<file path="config.mk">
export PLATFORM = sky130hd
export DESIGN_NAME = circ_buf_ptr_ctrl_flat
export DESIGN_NICKNAME = d
export VERILOG_FILES = /design/src/rtl/circ_buf_ptr_ctrl_pkg.sv /design/src/rtl/circ_buf_ptr_ctrl_if.sv /design/src/rtl/circ_buf_ptr_ctrl_lane_addr_gen.sv /design/src/rtl/circ_buf_ptr_ctrl.sv /design/src/flat_wrapper.sv
export SDC_FILE = /design/constraint.sdc
export NUM_CORES = 1
export LEC_CHECK = 0
export BUFFER_PORTS_ARGS = -buffer_cell sky130_fd_sc_hd__buf_2
export CORE_ASPECT_RATIO = 0.7
export CORE_UTILIZATION = 30
export CTS_CLUSTER_DIAMETER = 50
export CTS_CLUSTER_SIZE = 25
export DETAILED_ROUTE_END_ITERATION = 10
export RECOVER_POWER = 50
export SYNTH_ARGS = -nofsm -noshare
export SYNTH_HDL_FRONTEND = slang
export SYNTH_SLANG_ARGS = --single-unit
</file>
<file path="constraint.sdc">
create_clock -name clk -period 7.5 [get_ports clk]
set_input_delay 1.125 -clock clk [delete_from_list [all_inputs] [get_ports clk]]
set_output_delay 1.125 -clock clk [all_outputs]
set_load 0.005 [all_outputs]
</file>
<file path="src/rtl/circ_buf_ptr_ctrl_pkg.sv">
`timescale 1ns/1ps
`default_nettype none
// ============================================================================
// Module   : buf_pkg
// Brief    : Shared defaults, width helpers and wrapped pointer arithmetic
//            for the circular column buffer controller.
// Revision : 1.0 - initial release
// ============================================================================
package buf_pkg;

    localparam int DEF_COLUMNS   = 32;
    localparam int DEF_PAR_WRITE = 4;
    localparam int DEF_PAR_READ  = 2;

    function automatic int addr_width(input int columns);
        return $clog2(columns);
    endfunction

    function automatic int cnt_width(input int columns);
        return $clog2(columns + 1);
    endfunction

    // ptr < columns and inc <= columns, so one conditional subtract wraps it
    function automatic int unsigned mod_add(input int unsigned ptr,
                                            input int unsigned inc,
                                            input int unsigned columns);
        int unsigned sum;
        sum = ptr + inc;
        return (sum >= columns) ? (sum - columns) : sum;
    endfunction

endpackage
`default_nettype wire

</file>
<file path="src/rtl/circ_buf_ptr_ctrl_if.sv">
`timescale 1ns/1ps
`default_nettype none
// ============================================================================
// Module   : circ_buf_ptr_ctrl_if
// Brief    : Write/read burst handshake and buffer-port bundle.
// Revision : 1.0 - initial release
// ============================================================================
interface circ_buf_ptr_ctrl_if
    import buf_pkg::*;
#(
    parameter int COLUMNS   = DEF_COLUMNS,
    parameter int PAR_WRITE = DEF_PAR_WRITE,
    parameter int PAR_READ  = DEF_PAR_READ
);
    localparam int AW  = addr_width(COLUMNS);
    localparam int CW  = cnt_width(COLUMNS);
    localparam int WNW = $clog2(PAR_WRITE + 1);
    localparam int RNW = $clog2(PAR_READ + 1);

    logic                      wr_req;
    logic [WNW-1:0]            wr_num;
    logic                      wr_ready;
    logic [PAR_WRITE*AW-1:0]   waddr;
    logic [PAR_WRITE-1:0]      wen;
    logic                      rd_req;
    logic [RNW-1:0]            rd_num;
    logic                      rd_valid;
    logic [PAR_READ*AW-1:0]    raddr;
    logic [PAR_READ-1:0]       ren;
    logic [CW-1:0]             count;
    logic                      full;
    logic                      empty;

    modport master (
        output wr_req, wr_num, rd_req, rd_num,
        input  wr_ready, waddr, wen, rd_valid, raddr, ren, count, full, empty
    );

    modport slave (
        input  wr_req, wr_num, rd_req, rd_num,
        output wr_ready, waddr, wen, rd_valid, raddr, ren, count, full, empty
    );

endinterface
`default_nettype wire

</file>
<file path="src/rtl/circ_buf_ptr_ctrl_lane_addr_gen.sv">
`timescale 1ns/1ps
`default_nettype none
// ============================================================================
// Module   : lane_addr_gen
// Brief    : Per-lane wrapped addresses and burst-length lane enables.
// Revision : 1.0 - initial release
// ============================================================================
module lane_addr_gen
    import buf_pkg::*;
#(
    parameter  int COLUMNS = DEF_COLUMNS,
    parameter  int LANES   = DEF_PAR_WRITE,
    parameter  int NW      = $clog2(LANES + 1),
    localparam int AW      = addr_width(COLUMNS)
) (
    input  logic [AW-1:0]       base,
    input  logic [NW-1:0]       num,
    input  logic                fire,
    output logic [LANES*AW-1:0] addr,
    output logic [LANES-1:0]    en
);

    for (genvar i = 0; i < LANES; i++) begin : g_lane
        localparam int unsigned OFS = i;
        // Address is driven on every lane; only the enable depends on num
        assign addr[i*AW +: AW] = AW'(mod_add(32'(base), OFS, COLUMNS));
        assign en[i]            = fire && (32'(num) > OFS);
    end

endmodule
`default_nettype wire

</file>
<file path="src/rtl/circ_buf_ptr_ctrl.sv">
`timescale 1ns/1ps
`default_nettype none
// ============================================================================
// Module   : circ_buf_ptr_ctrl
// Brief    : Pointer/occupancy controller for a circular column buffer.
// Revision : 1.0 - initial release
// ============================================================================
module circ_buf_ptr_ctrl
    import buf_pkg::*;
#(
    parameter int COLUMNS   = DEF_COLUMNS,
    parameter int PAR_WRITE = DEF_PAR_WRITE,
    parameter int PAR_READ  = DEF_PAR_READ
) (
    input  logic               clk,
    input  logic               rst_n,
    input  logic               flush,
    circ_buf_ptr_ctrl_if.slave bus
);

    localparam int AW  = addr_width(COLUMNS);
    localparam int CW  = cnt_width(COLUMNS);
    localparam int WNW = $clog2(PAR_WRITE + 1);
    localparam int RNW = $clog2(PAR_READ + 1);

    logic [AW-1:0] wr_ptr_q, wr_ptr_d;
    logic [AW-1:0] rd_ptr_q, rd_ptr_d;
    logic [CW-1:0] cnt_q, cnt_d;

    int unsigned w_wr_len;
    int unsigned w_rd_len;
    int unsigned w_occ;
    logic        w_wr_ready;
    logic        w_rd_valid;
    logic        w_wr_fire;
    logic        w_rd_fire;

    always_comb begin
        w_wr_len = 32'(bus.wr_num);
        w_rd_len = 32'(bus.rd_num);
        w_occ    = 32'(cnt_q);

        // Readiness sees only the current occupancy: no same-cycle bypass
        w_wr_ready = (w_wr_len >= 32'd1) && (w_wr_len <= PAR_WRITE)
                     && ((COLUMNS - w_occ) >= w_wr_len);
        w_rd_valid = (w_rd_len >= 32'd1) && (w_rd_len <= PAR_READ)
                     && (w_occ >= w_rd_len);

        w_wr_fire = bus.wr_req && w_wr_ready && !flush;
        w_rd_fire = bus.rd_req && w_rd_valid && !flush;

        wr_ptr_d = wr_ptr_q;
        rd_ptr_d = rd_ptr_q;
        cnt_d    = cnt_q;
        if (flush) begin
            wr_ptr_d = '0;
            rd_ptr_d = '0;
            cnt_d    = '0;
        end else begin
            if (w_wr_fire) begin
                wr_ptr_d = AW'(mod_add(32'(wr_ptr_q), w_wr_len, COLUMNS));
            end
            if (w_rd_fire) begin
                rd_ptr_d = AW'(mod_add(32'(rd_ptr_q), w_rd_len, COLUMNS));
            end
            cnt_d = CW'(w_occ + (w_wr_fire ? w_wr_len : 32'd0)
                              - (w_rd_fire ? w_rd_len : 32'd0));
        end
    end

    always_ff @(posedge clk) begin
        if (!rst_n) begin
            wr_ptr_q <= '0;
            rd_ptr_q <= '0;
            cnt_q    <= '0;
        end else begin
            wr_ptr_q <= wr_ptr_d;
            rd_ptr_q <= rd_ptr_d;
            cnt_q    <= cnt_d;
        end
    end

    lane_addr_gen #(
        .COLUMNS (COLUMNS),
        .LANES   (PAR_WRITE),
        .NW      (WNW)
    ) u_wr_lanes (
        .base (wr_ptr_q),
        .num  (bus.wr_num),
        .fire (w_wr_fire),
        .addr (bus.waddr),
        .en   (bus.wen)
    );

    lane_addr_gen #(
        .COLUMNS (COLUMNS),
        .LANES   (PAR_READ),
        .NW      (RNW)
    ) u_rd_lanes (
        .base (rd_ptr_q),
        .num  (bus.rd_num),
        .fire (w_rd_fire),
        .addr (bus.raddr),
        .en   (bus.ren)
    );

    assign bus.wr_ready = w_wr_ready;
    assign bus.rd_valid = w_rd_valid;
    assign bus.count    = cnt_q;
    assign bus.full     = (cnt_q == CW'(COLUMNS));
    assign bus.empty    = (cnt_q == '0);

endmodule
`default_nettype wire
</file>
<file path="src/flat_wrapper.sv">
// flat-port wrapper written by rule: the top's interface ports become plain ports
module circ_buf_ptr_ctrl_flat import buf_pkg::*;
#(
    parameter int COLUMNS   = DEF_COLUMNS,
    parameter int PAR_WRITE = DEF_PAR_WRITE,
    parameter int PAR_READ  = DEF_PAR_READ
)
  (clk, rst_n, flush, bus_wr_req, bus_wr_num, bus_rd_req, bus_rd_num, bus_wr_ready, bus_waddr, bus_wen, bus_rd_valid, bus_raddr, bus_ren, bus_count, bus_full, bus_empty);
  circ_buf_ptr_ctrl_if #(.COLUMNS(COLUMNS), .PAR_WRITE(PAR_WRITE), .PAR_READ(PAR_READ)) bus_i ();
  input  logic clk;
  input  logic rst_n;
  input  logic flush;
  input wire logic [$bits(bus_i.wr_req)-1:0] bus_wr_req;
  input wire logic [$bits(bus_i.wr_num)-1:0] bus_wr_num;
  input wire logic [$bits(bus_i.rd_req)-1:0] bus_rd_req;
  input wire logic [$bits(bus_i.rd_num)-1:0] bus_rd_num;
  output wire logic [$bits(bus_i.wr_ready)-1:0] bus_wr_ready;
  output wire logic [$bits(bus_i.waddr)-1:0] bus_waddr;
  output wire logic [$bits(bus_i.wen)-1:0] bus_wen;
  output wire logic [$bits(bus_i.rd_valid)-1:0] bus_rd_valid;
  output wire logic [$bits(bus_i.raddr)-1:0] bus_raddr;
  output wire logic [$bits(bus_i.ren)-1:0] bus_ren;
  output wire logic [$bits(bus_i.count)-1:0] bus_count;
  output wire logic [$bits(bus_i.full)-1:0] bus_full;
  output wire logic [$bits(bus_i.empty)-1:0] bus_empty;
  assign bus_i.wr_req = bus_wr_req;
  assign bus_i.wr_num = bus_wr_num;
  assign bus_i.rd_req = bus_rd_req;
  assign bus_i.rd_num = bus_rd_num;
  assign bus_wr_ready = bus_i.wr_ready;
  assign bus_waddr = bus_i.waddr;
  assign bus_wen = bus_i.wen;
  assign bus_rd_valid = bus_i.rd_valid;
  assign bus_raddr = bus_i.raddr;
  assign bus_ren = bus_i.ren;
  assign bus_count = bus_i.count;
  assign bus_full = bus_i.full;
  assign bus_empty = bus_i.empty;
  circ_buf_ptr_ctrl #(.COLUMNS(COLUMNS), .PAR_WRITE(PAR_WRITE), .PAR_READ(PAR_READ)) u_core (.clk(clk), .rst_n(rst_n), .flush(flush), .bus(bus_i));
endmodule
</file>
==> flow_metrics.env, run 1 <==
export IMPL_synthTopCellsByArea="ha_1, dfxtp_1, inv_1"
export IMPL_rsz0062_at_grt="false"
export IMPL_grtUsageTotal=0.1442
export IMPL_relSlewSlack=0.5319
export IMPL_total_leakage_power_uw=0.001064
export IMPL_yosysWarningCount=0
export IMPL_cts_sinks=16
export IMPL_area_delta_synth_final_pct=21.13
export IMPL_yosysTopAreaCell="ha_1"
export IMPL_finalPower_uw=408.5
export IMPL_via_per_inst=4.481
export IMPL_report_final_slew_viol_count=0
export IMPL_cp_start_kind="input port"
export IMPL_post_route_period_util=0.5294
export IMPL_critPathSlowestCell="fa_1"
export IMPL_crit_path_max_fanout=7
export IMPL_synth_cells=212
export IMPL_drv_cap=0
export IMPL_core_area_um2=5423
export IMPL_async_flop_share=0
export IMPL_synthMuxAreaShare=0.05425
export IMPL_die_w_um=93.37
export IMPL_yosys_area_top_type_share=0.2070
export IMPL_crit_required_ps=7660
export IMPL_first_pass_iters=4
export IMPL_cp_data_arrival_time_ps=4130
export IMPL_syn_nets=255
export IMPL_drtAntennaViolNets=0
export IMPL_setup_viol=0
export IMPL_tightest_slew_ps=700.8
export IMPL_cts_hold_fix_buffers=0
export IMPL_htree_levels=1
export IMPL_ys_seq_area_frac=0.1827
export IMPL_grt_pass1_vias=1409
export IMPL_ctsLongestPathBuffers=2
export IMPL_fin_crit_ps=3971
export IMPL_hold_class="reg -> reg"
export IMPL_max_freq_ghz=0.2518
export IMPL_dp_hpwl_mm=3.411
export IMPL_drive_gt1_frac=0.2377
export IMPL_cts_made_buffers=3
export IMPL_syn_area_per_cell_um2=8.269
export IMPL_syn_area_um2=1753
export IMPL_die_area_um2=6158
export IMPL_clk_insertion_delay_late_ps=260
export IMPL_clkTransAtPathRegs_ps=70
export IMPL_rows=22
export IMPL_synthDistinctLibCells=43
export IMPL_drtIter0Drc=50
export IMPL_drc=0
export IMPL_yosysMostFrequentCell="ha_1"
export IMPL_numPortBuffers=55
export IMPL_ios=56
export IMPL_cts_root_buf="clkbuf_8"
export IMPL_grt_pass1_wl_mm=6.844
export IMPL_avgRoutedWirePerCell_um=12.24
export IMPL_routed_wl_mm=4.124
export IMPL_antenna_found_initial=0
export IMPL_synth_fa_ha_area_frac=0.2527
export IMPL_final_nets=309
export IMPL_synth_compound_area_frac=0.1242
export IMPL_hold_ws_ps=515.2
export IMPL_synthFlopType="dfxtp_1"
export IMPL_crit_path_cell_trace="buf_2 -> ha_1 -> nand2b_1 -> a2111oi_2 -> o21ai_2 -> nand3_1 -> nor2_1 -> fa_1 -> inv_1 -> ha_1 -> a21o_1 -> a21oi_1 -> o21bai_1 -> mux2i_1 -> nand2_1"
export IMPL_setup_tns_ps=0
export IMPL_dp_cells=333
export IMPL_finalHoldViolCount=0
export IMPL_synth_common_cells="ha_1, inv_1, nand2_1"
export IMPL_dieHeight_um=65.96
export IMPL_grt_max_degree=11
export IMPL_cts_setup_buffers=0
export IMPL_antenna_cells=0
export IMPL_path_class="in -> reg"
export IMPL_power_density_nw_per_um2=192.4
export IMPL_place_gp_congestion=0.7467
export IMPL_cp_common_cell="ha_1"
export IMPL_max_stage_delay_ps=500
export IMPL_layoutNonFillerInstCount=337
export IMPL_ir_drop_uv=73.18
export IMPL_synth_seq_cells=16
export IMPL_status="completed"
export IMPL_synth_top_family_by_area="adder cells"
export IMPL_start_util=0.3233
export IMPL_skew_ps=7.174
export IMPL_crit_path_end_kind="flip-flop"
export IMPL_cts_tree="yes"
export IMPL_synth_xor_area_frac=0.07994
export IMPL_synth_simple_area_share=0.2227
export IMPL_cts_resized=0
export IMPL_vias=1510
export IMPL_grt_ovfl_total=0
export IMPL_synth_edf_count=0
-- worst paths after layout --
path                              end  cells after the start           startpoint  slack, ps
setup / recovery  u_core.bus.count[5]                     15        bus_rd_num[0]       3530
hold / removal     u_core.rd_ptr_q[4]                      2   u_core.rd_ptr_q[4]        520
setup reg to reg  u_core.bus.count[5]                     16  u_core.bus.count[1]       3870
hold reg to reg    u_core.rd_ptr_q[4]                      2   u_core.rd_ptr_q[4]        520
-- layer usage --
| layer | wire, um | vias to the layer above | part of all wire | track usage |
|---|---|---|---|---|
| li1 | - | 809 | - | - |
| met3 | 217 | 5 | 0.053 | 0.03793 |
| met5 | 0 | - | 0 | 0 |
| met1 | 2316 | 668 | 0.56 | 0.2172 |
| met4 | 39 | 0 | 0.0095 | 0.03462 |
| met2 | 1550 | 28 | 0.38 | 0.1985 |
-- kinds of logic after synthesis --
group / count (synthesis)
AO/OA/AOI/OAI: 29
adder cells (fa/ha/maj): 33
multiplexers: 9
XOR/XNOR: 16
buffers and inverters: 37
flip-flops: 16
AND/OR/NAND/NOR: 72
-- where the power goes --
group | internal (uW) | leakage [uW] | total [uW] | switching, uW
clock | 46.8 | 0.0000288 | 82.1 | 35.3
sequential | 92.9 | 0.000130 | 107 | 14.3
combinational | 103 | 0.000906 | 219 | 116
-- state kept, by name (all words and copies together), names as in the netlist --
| signal | cells |
|---|---|
| u_core.bus.count | 6 |
| u_core.rd_ptr_q | 5 |
| u_core.wr_ptr_q | 5 |
-- metrics by stage --
step             util  cell area, um2  worst slack [ps]
3_3_place_gp   0.3858            2092              3249
4_1_cts        0.3959            2147              3507
5_1_grt        0.3916            2123              3247
6_report       0.3916            2123              3529
3_5_place_dp   0.3858            2092              3228
2_1_floorplan       -            1753              3681
-- critical path: cells and delay by family --
| kind | cells | cell delay (ps) |
|---|---|---|
| buf+inv | 2 | 200 |
| fa+ha+maj | 3 | 1050 |
| compound gates | 5 | 1130 |
| simple gates | 4 | 480 |
| mux | 1 | 150 |
-- layout by cell type, fill, tap and decap left out, drive strengths merged, types with 3 or more instances in the layout --
cell    instances
nand2          18
nor3            4
inv            30
a21o            4
nand2b          9
xnor2          12
a31oi           3
clkbuf         18
mux2i           8
dfxtp          16
and2            6
a211oi          4
ha             29
o21ai           3
nand3           5
buf            42
xor2            4
nor2           14
a21oi          11
nor2b           5
fa              4
nor3b           3
-- area by class of cell --
| type | instances | area (um2) |
|---|---|---|
| sequential | 16 | 320.3 |
| inverter | 30 | 112.6 |
| multi-input combinational | 159 | 1279 |
| clock buffer | 4 | 55.05 |
| tap | 72 | 90.09 |
| fill | 574 | 3299 |
| timing repair buffer | 56 | 266.5 |
Note: power is estimated with default switching activity, not from simulation.
==> run 2, diff against run 1 <==
==> constraint.sdc (replaced) <==
create_clock -name clk -period 3.5 [get_ports clk]
set_input_delay 0.525 -clock clk [delete_from_list [all_inputs] [get_ports clk]]
set_output_delay 0.525 -clock clk [all_outputs]
set_load 0.005 [all_outputs]
==> flow_metrics.env, run 2 (same netlist as run 1, synthesis figures left out) <==
export IMPL_crit_required_ps=3650
export IMPL_max_freq_ghz=0.2982
export IMPL_largest_reg_flops=6
export IMPL_area_delta_synth_final_pct=27.84
export IMPL_drtIter0Drc=59
export IMPL_clkPwrFrac=0.184
export IMPL_cp_data_arrival_time_ps=3500
export IMPL_drive_gt1_frac=0.3102
export IMPL_p_sw_frac=0.4036
export IMPL_layoutNonFillerInstCount=346
export IMPL_rows=22
export IMPL_grt_ovfl_total=0
export IMPL_grt_pass1_vias=1418
export IMPL_placed_area_um2=2160
export IMPL_first_pass_iters=4
export IMPL_rr_worst_depth=16
export IMPL_clkTransAtPathRegs_ps=70
export IMPL_hold_class="reg -> reg"
export IMPL_avgRoutedWirePerCell_um=12.56
export IMPL_startpoint="u_core.bus.count[0]"
export IMPL_ir_drop_uv=204.7
export IMPL_setup_ws_ps=146.3
export IMPL_reg2reg_to="u_core.bus.count[5]"
export IMPL_drc=0
export IMPL_finish_utilization=0.4132
export IMPL_cp_start_kind="flip-flop"
export IMPL_grt_max_degree=11
export IMPL_power_density_nw_per_um2=422.9
export IMPL_antenna_cells=0
export IMPL_p_int_uw=565.1
export IMPL_final_nets=318
export IMPL_fin_crit_ps=3354
export IMPL_skew_ps=4.600
export IMPL_start_util=0.3233
export IMPL_rrSetupSlack_ps=150
export IMPL_grtUsageTotal=0.1466
export IMPL_tightest_slew_ps=584.1
export IMPL_place_gp_congestion=0.7728
export IMPL_power_switching_uw=382.5
export IMPL_cts_setup_buffers=0
export IMPL_status="completed"
export IMPL_layout_cells_most_common="buf_2"
export IMPL_core_area_um2=5423
export IMPL_via_per_inst=4.465
export IMPL_report_final_slew_viol_count=0
export IMPL_crit_end="u_core.bus.count[5]"
export IMPL_relSlewSlack=0.6098
export IMPL_path_class="reg -> reg"
export IMPL_grt_pass1_wl_mm=6.962
export IMPL_cts_root_buf="clkbuf_8"
export IMPL_setup_viol=0
export IMPL_ios=56
export IMPL_die_w_um=93.37
export IMPL_cts_sinks=16
export IMPL_setup_tns_ps=0
export IMPL_finalHoldViolCount=0
export IMPL_crit_path_end_kind="flip-flop"
export IMPL_drv_cap=0
export IMPL_dpl_worst_slack_ps=-41.81
export IMPL_cts_made_buffers=3
export IMPL_reg2reg_from="u_core.bus.count[0]"
export IMPL_drtAntennaViolNets=0
export IMPL_mostFrequentLayoutCells="buf_2, ha_1, inv_1"
export IMPL_dieHeight_um=65.96
export IMPL_design_area_um2=2241
export IMPL_die_area_um2=6158
export IMPL_total_leakage_power_uw=0.001124
export IMPL_numPortBuffers=55
export IMPL_clk_insertion_delay_late_ps=260
export IMPL_routed_wl_mm=4.346
export IMPL_crit_path_max_fanout=4
export IMPL_ctsLongestPathBuffers=2
export IMPL_dp_hpwl_mm=3.531
export IMPL_pwr_share_comb=0.574
export IMPL_post_route_period_util=0.9582
export IMPL_vias=1545
export IMPL_htree_levels=1
export IMPL_antenna_found_initial=0
export IMPL_seq_power_share=0.242
export IMPL_dp_cells=342
export IMPL_cts_tree="yes"
## run 2: cell count changes in the layout (fill, tap and decap cells not counted), moves of 2 or more
cell / previous run / this run
clkbuf_1: 13 / 10
buf_2: 41 / 43
inv_1: 29 / 25
inv_2: 1 / 4
buf_4: 1 / 10
a21o_4: 0 / 2
dfxtp_1: 16 / 14
## run 2: worst min path at each step
stage	from	end	slack, ps	cells after the start
3_5_place_dp	u_core.rd_ptr_q[4]	u_core.rd_ptr_q[4]	500	2
2_1_floorplan	u_core.rd_ptr_q[4]	u_core.rd_ptr_q[4]	490	2
5_1_grt	u_core.rd_ptr_q[4]	u_core.rd_ptr_q[4]	530	2
6_report	u_core.rd_ptr_q[4]	u_core.rd_ptr_q[4]	510	2
4_1_cts	u_core.rd_ptr_q[4]	u_core.rd_ptr_q[4]	510	2
3_3_place_gp	u_core.rd_ptr_q[4]	u_core.rd_ptr_q[4]	490	2
## run 2: layout make-up
| class | count | area (um2) |
|---|---|---|
| clock buffer | 4 | 55.05 |
| fill | 559 | 3182 |
| inverter | 30 | 115.1 |
| multi-input combinational | 159 | 1318 |
| sequential | 16 | 325.3 |
| tap | 72 | 90.09 |
| timing repair buffer | 65 | 337.8 |
## run 2: power groups by stage
stage / clock network, uW / registers (uW) / logic (uW)
detailed placement: 0 / 231 / 524
global placement: 0 / 232 / 520
global route: 188 / 233 / 605
floorplan: 0 / 226 / 356
finish: 174 / 229 / 544
CTS: 179 / 228 / 527
## run 2: metrics by stage
stage | total power, uW | hold slack [ps]
6_report | 947.6 | 513.8
3_3_place_gp | 751.5 | 490.3
3_5_place_dp | 755.9 | 495.6
4_1_cts | 933.5 | 508.8
2_1_floorplan | 581.8 | 486.0
5_1_grt | 1025 | 528.6
## run 2: worst max-delay path, cell delays in order, from the launching register on
cell and delay [ps]:
dfxtp_4 370, inv_4 50, ha_4 160, xnor2_1 120, ha_1 290, inv_1 40
o221a_4 280, a21o_4 210, or2_1 230, fa_1 490, inv_2 50, ha_1 290
a21o_1 180, a21oi_2 160, o21bai_1 100, mux2i_1 150, nand2_1 60
## run 2: layer usage
metal | vias up | routed length, um | global-route usage
met4 | 0 | 36 | 0.03462
met5 | - | 0 | 0
li1 | 822 | - | -
met2 | 26 | 1677 | 0.2004
met3 | 4 | 194 | 0.03218
met1 | 693 | 2438 | 0.2259
## run 2: repair_timing
item | CTS | global route
pin swaps | 1 | 4
hold buffers | 0 | 0
gates cloned | 0 | 0
gates resized for setup | 2 | 11
setup endpoints to repair | 2 | 3
==> run 3, diff against run 2 <==
--- a/config.mk
+++ b/config.mk
@@ -5,13 +5,15 @@
 export SDC_FILE = /design/constraint.sdc
 export NUM_CORES = 1
 export LEC_CHECK = 0
-export BUFFER_PORTS_ARGS = -buffer_cell sky130_fd_sc_hd__buf_2
+export BUFFER_PORTS_ARGS = -buffer_cell sky130_fd_sc_hd__buf_4
 export CORE_ASPECT_RATIO = 0.7
-export CORE_UTILIZATION = 30
+export CORE_UTILIZATION = 45
 export CTS_CLUSTER_DIAMETER = 50
 export CTS_CLUSTER_SIZE = 25
 export DETAILED_ROUTE_END_ITERATION = 10
+export PLACE_DENSITY = 0.75
 export RECOVER_POWER = 50
+export SKIP_LAST_GASP = 1
 export SYNTH_ARGS = -nofsm -noshare
 export SYNTH_HDL_FRONTEND = slang
 export SYNTH_SLANG_ARGS = --single-unit
==> flow_metrics.env, run 3 (same netlist as run 1, synthesis figures left out) <==
export IMPL_status="completed"
export IMPL_start_util=0.4834
export IMPL_top_usage_layer="met2"
export IMPL_cp_data_arrival_time_ps=3500
export IMPL_via_per_inst=4.863
export IMPL_crit_required_ps=3640
export IMPL_max_freq_ghz=0.2975
export IMPL_ios=56
export IMPL_grt_max_degree=11
export IMPL_reg2reg_from="u_core.bus.count[1]"
export IMPL_total_leakage_power_uw=0.001165
export IMPL_grt_pass1_wl_mm=7.155
export IMPL_setup_viol=0
export IMPL_crit_path_cell_trace="inv_2 -> ha_2 -> xnor2_1 -> ha_1 -> inv_1 -> o221a_4 -> a21o_2 -> or2_1 -> fa_1 -> inv_1 -> fa_2 -> a21oi_2 -> nor2_1 -> nor2_1 -> xnor2_1 -> nor2_1"
export IMPL_avgRoutedWirePerCell_um=13.53
export IMPL_cts_made_buffers=3
export IMPL_crit_path_end_kind="flip-flop"
export IMPL_cts_hold_fix_buffers=0
export IMPL_vias=1595
export IMPL_layoutNonFillerInstCount=328
export IMPL_report_final_slew_viol_count=0
export IMPL_place_gp_congestion=0.8855
export IMPL_clkPwrFrac=0.177
export IMPL_critPathSlowestCell="fa_1"
export IMPL_routed_wl_mm=4.438
export IMPL_antenna_found_initial=0
export IMPL_dp_cells=322
export IMPL_core_area_um2=3626
export IMPL_dieHeight_um=54.22
export IMPL_power_density_nw_per_um2=420.0
export IMPL_grt_ovfl_total=0
export IMPL_die_area_um2=4153
export IMPL_htree_levels=1
export IMPL_met3_usage=0.05333
export IMPL_grt_use_met2=0.3498
export IMPL_drv_cap=0
export IMPL_p_sw_frac=0.3948
export IMPL_ir_drop_uv=360.4
export IMPL_design_area_um2=2352
export IMPL_post_route_period_util=0.9604
export IMPL_first_pass_iters=4
export IMPL_min_from="u_core.rd_ptr_q[4]"
export IMPL_cts_sinks=16
export IMPL_p_int_uw=598.0
export IMPL_cts_root_buf="clkbuf_8"
export IMPL_hold_class="reg -> reg"
export IMPL_largest_reg_flops=6
export IMPL_relSlewSlack=0.5864
export IMPL_drtAntennaViolNets=0
export IMPL_clk_insertion_delay_late_ps=260
export IMPL_pwr_share_comb=0.603
export IMPL_path_class="reg -> reg"
export IMPL_drtIter0Drc=64
export IMPL_grtUsageTotal=0.2286
export IMPL_max_stage_delay_ps=480
export IMPL_mostFrequentLayoutCells="buf_4, ha_1, inv_1"
export IMPL_tightest_slew_ps=619.1
export IMPL_antenna_cells=0
export IMPL_startpoint="u_core.bus.count[1]"
export IMPL_die_w_um=76.60
export IMPL_clkTransAtPathRegs_ps=70
export IMPL_ctsLongestPathBuffers=2
export IMPL_layout_cells_most_common="buf_4"
export IMPL_fin_crit_ps=3361
export IMPL_cp_start_kind="flip-flop"
export IMPL_grt_pass1_vias=1494
export IMPL_numPortBuffers=55
export IMPL_drc=0
export IMPL_final_nets=322
export IMPL_cp_common_cell="nor2_1"
export IMPL_crit_path_max_fanout=2
export IMPL_skew_ps=7.369
export IMPL_area_delta_synth_final_pct=34.19
export IMPL_drive_gt1_frac=0.3309
export IMPL_cts_tree="yes"
export IMPL_seq_power_share=0.221
export IMPL_power_switching_uw=390.1
export IMPL_grt_use_met1=0.3170
export IMPL_placed_area_um2=2285
export IMPL_finalHoldViolCount=0
export IMPL_dp_hpwl_mm=3.612
export IMPL_rows=18
==> run 3: cell types whose count changed in the layout (fill, tap and decap cells not counted), moves of 2 or more <==
cell      delta
clkbuf_1     -6
clkbuf_2     -2
buf_4       +29
inv_1        +2
buf_2       -43
clkbuf_4    +26
dfxtp_1      +2
==> run 3: cell type report <==
class | count | area [um2]
tap | 50 | 62.56
inverter | 30 | 112.6
multi-input combinational | 159 | 1299
fill | 320 | 1274
clock buffer | 4 | 55.05
timing repair buffer | 69 | 503.0
sequential | 16 | 320.3
==> run 3: final timing paths <==
check / endpoint / slack, ps / depth (start not counted)
worst max register to register: u_core.bus.count[4] / 140 / 16
worst min register to register: u_core.rd_ptr_q[4] / 510 / 2
worst max-delay path: u_core.bus.count[4] / 140 / 16
worst min-delay path: u_core.rd_ptr_q[4] / 510 / 2
==> run 3: metrics by stage <==
stage	hold slack, ps	power (uW)	util	TNS (ps)	worst slack [ps]
detailed placement	501.8	795.7	0.6301	-6.366	-6.366
floorplan	486.0	581.8	-	0	93.87
CTS	517.0	970.9	0.6453	0	16.31
finish	510.2	988.0	0.6487	0	138.8
global route	549.5	1067	0.6487	-12.01	-12.01
global placement	493.4	784.1	0.6301	0	68.82
==> run 3: layer usage <==
layer  vias up  routed length (um)
met3         5                 258
li1        834                   -
met4         0                  36
met1       710                2270
met2        46                1872
met5         -                   0
==> run 3: repair_timing <==
item                                    in CTS  in global routing
resized for setup                            0                  5
endpoints found under the setup margin       0                  3
buffers inserted                             0                  2
==> run 3: worst max-delay path, delay by kind of cell (launching register included) <==
kind,cells,cell delay [ps]
simple gates,4,530
buf+inv,3,170
compound gates,3,620
fa+ha+maj,4,1300
flops,1,340
xor+xnor,2,260
==> run 3: power by group through the flow <==
| stage | Sequential, uW | Combinational, uW | Clock (uW) |
|---|---|---|---|
| 2_1_floorplan | 226 | 356 | 0 |
| 3_3_place_gp | 222 | 562 | 0 |
| 3_5_place_dp | 222 | 573 | 0 |
| 4_1_cts | 218 | 575 | 178 |
| 5_1_grt | 220 | 660 | 187 |
| 6_report | 218 | 595 | 175 |
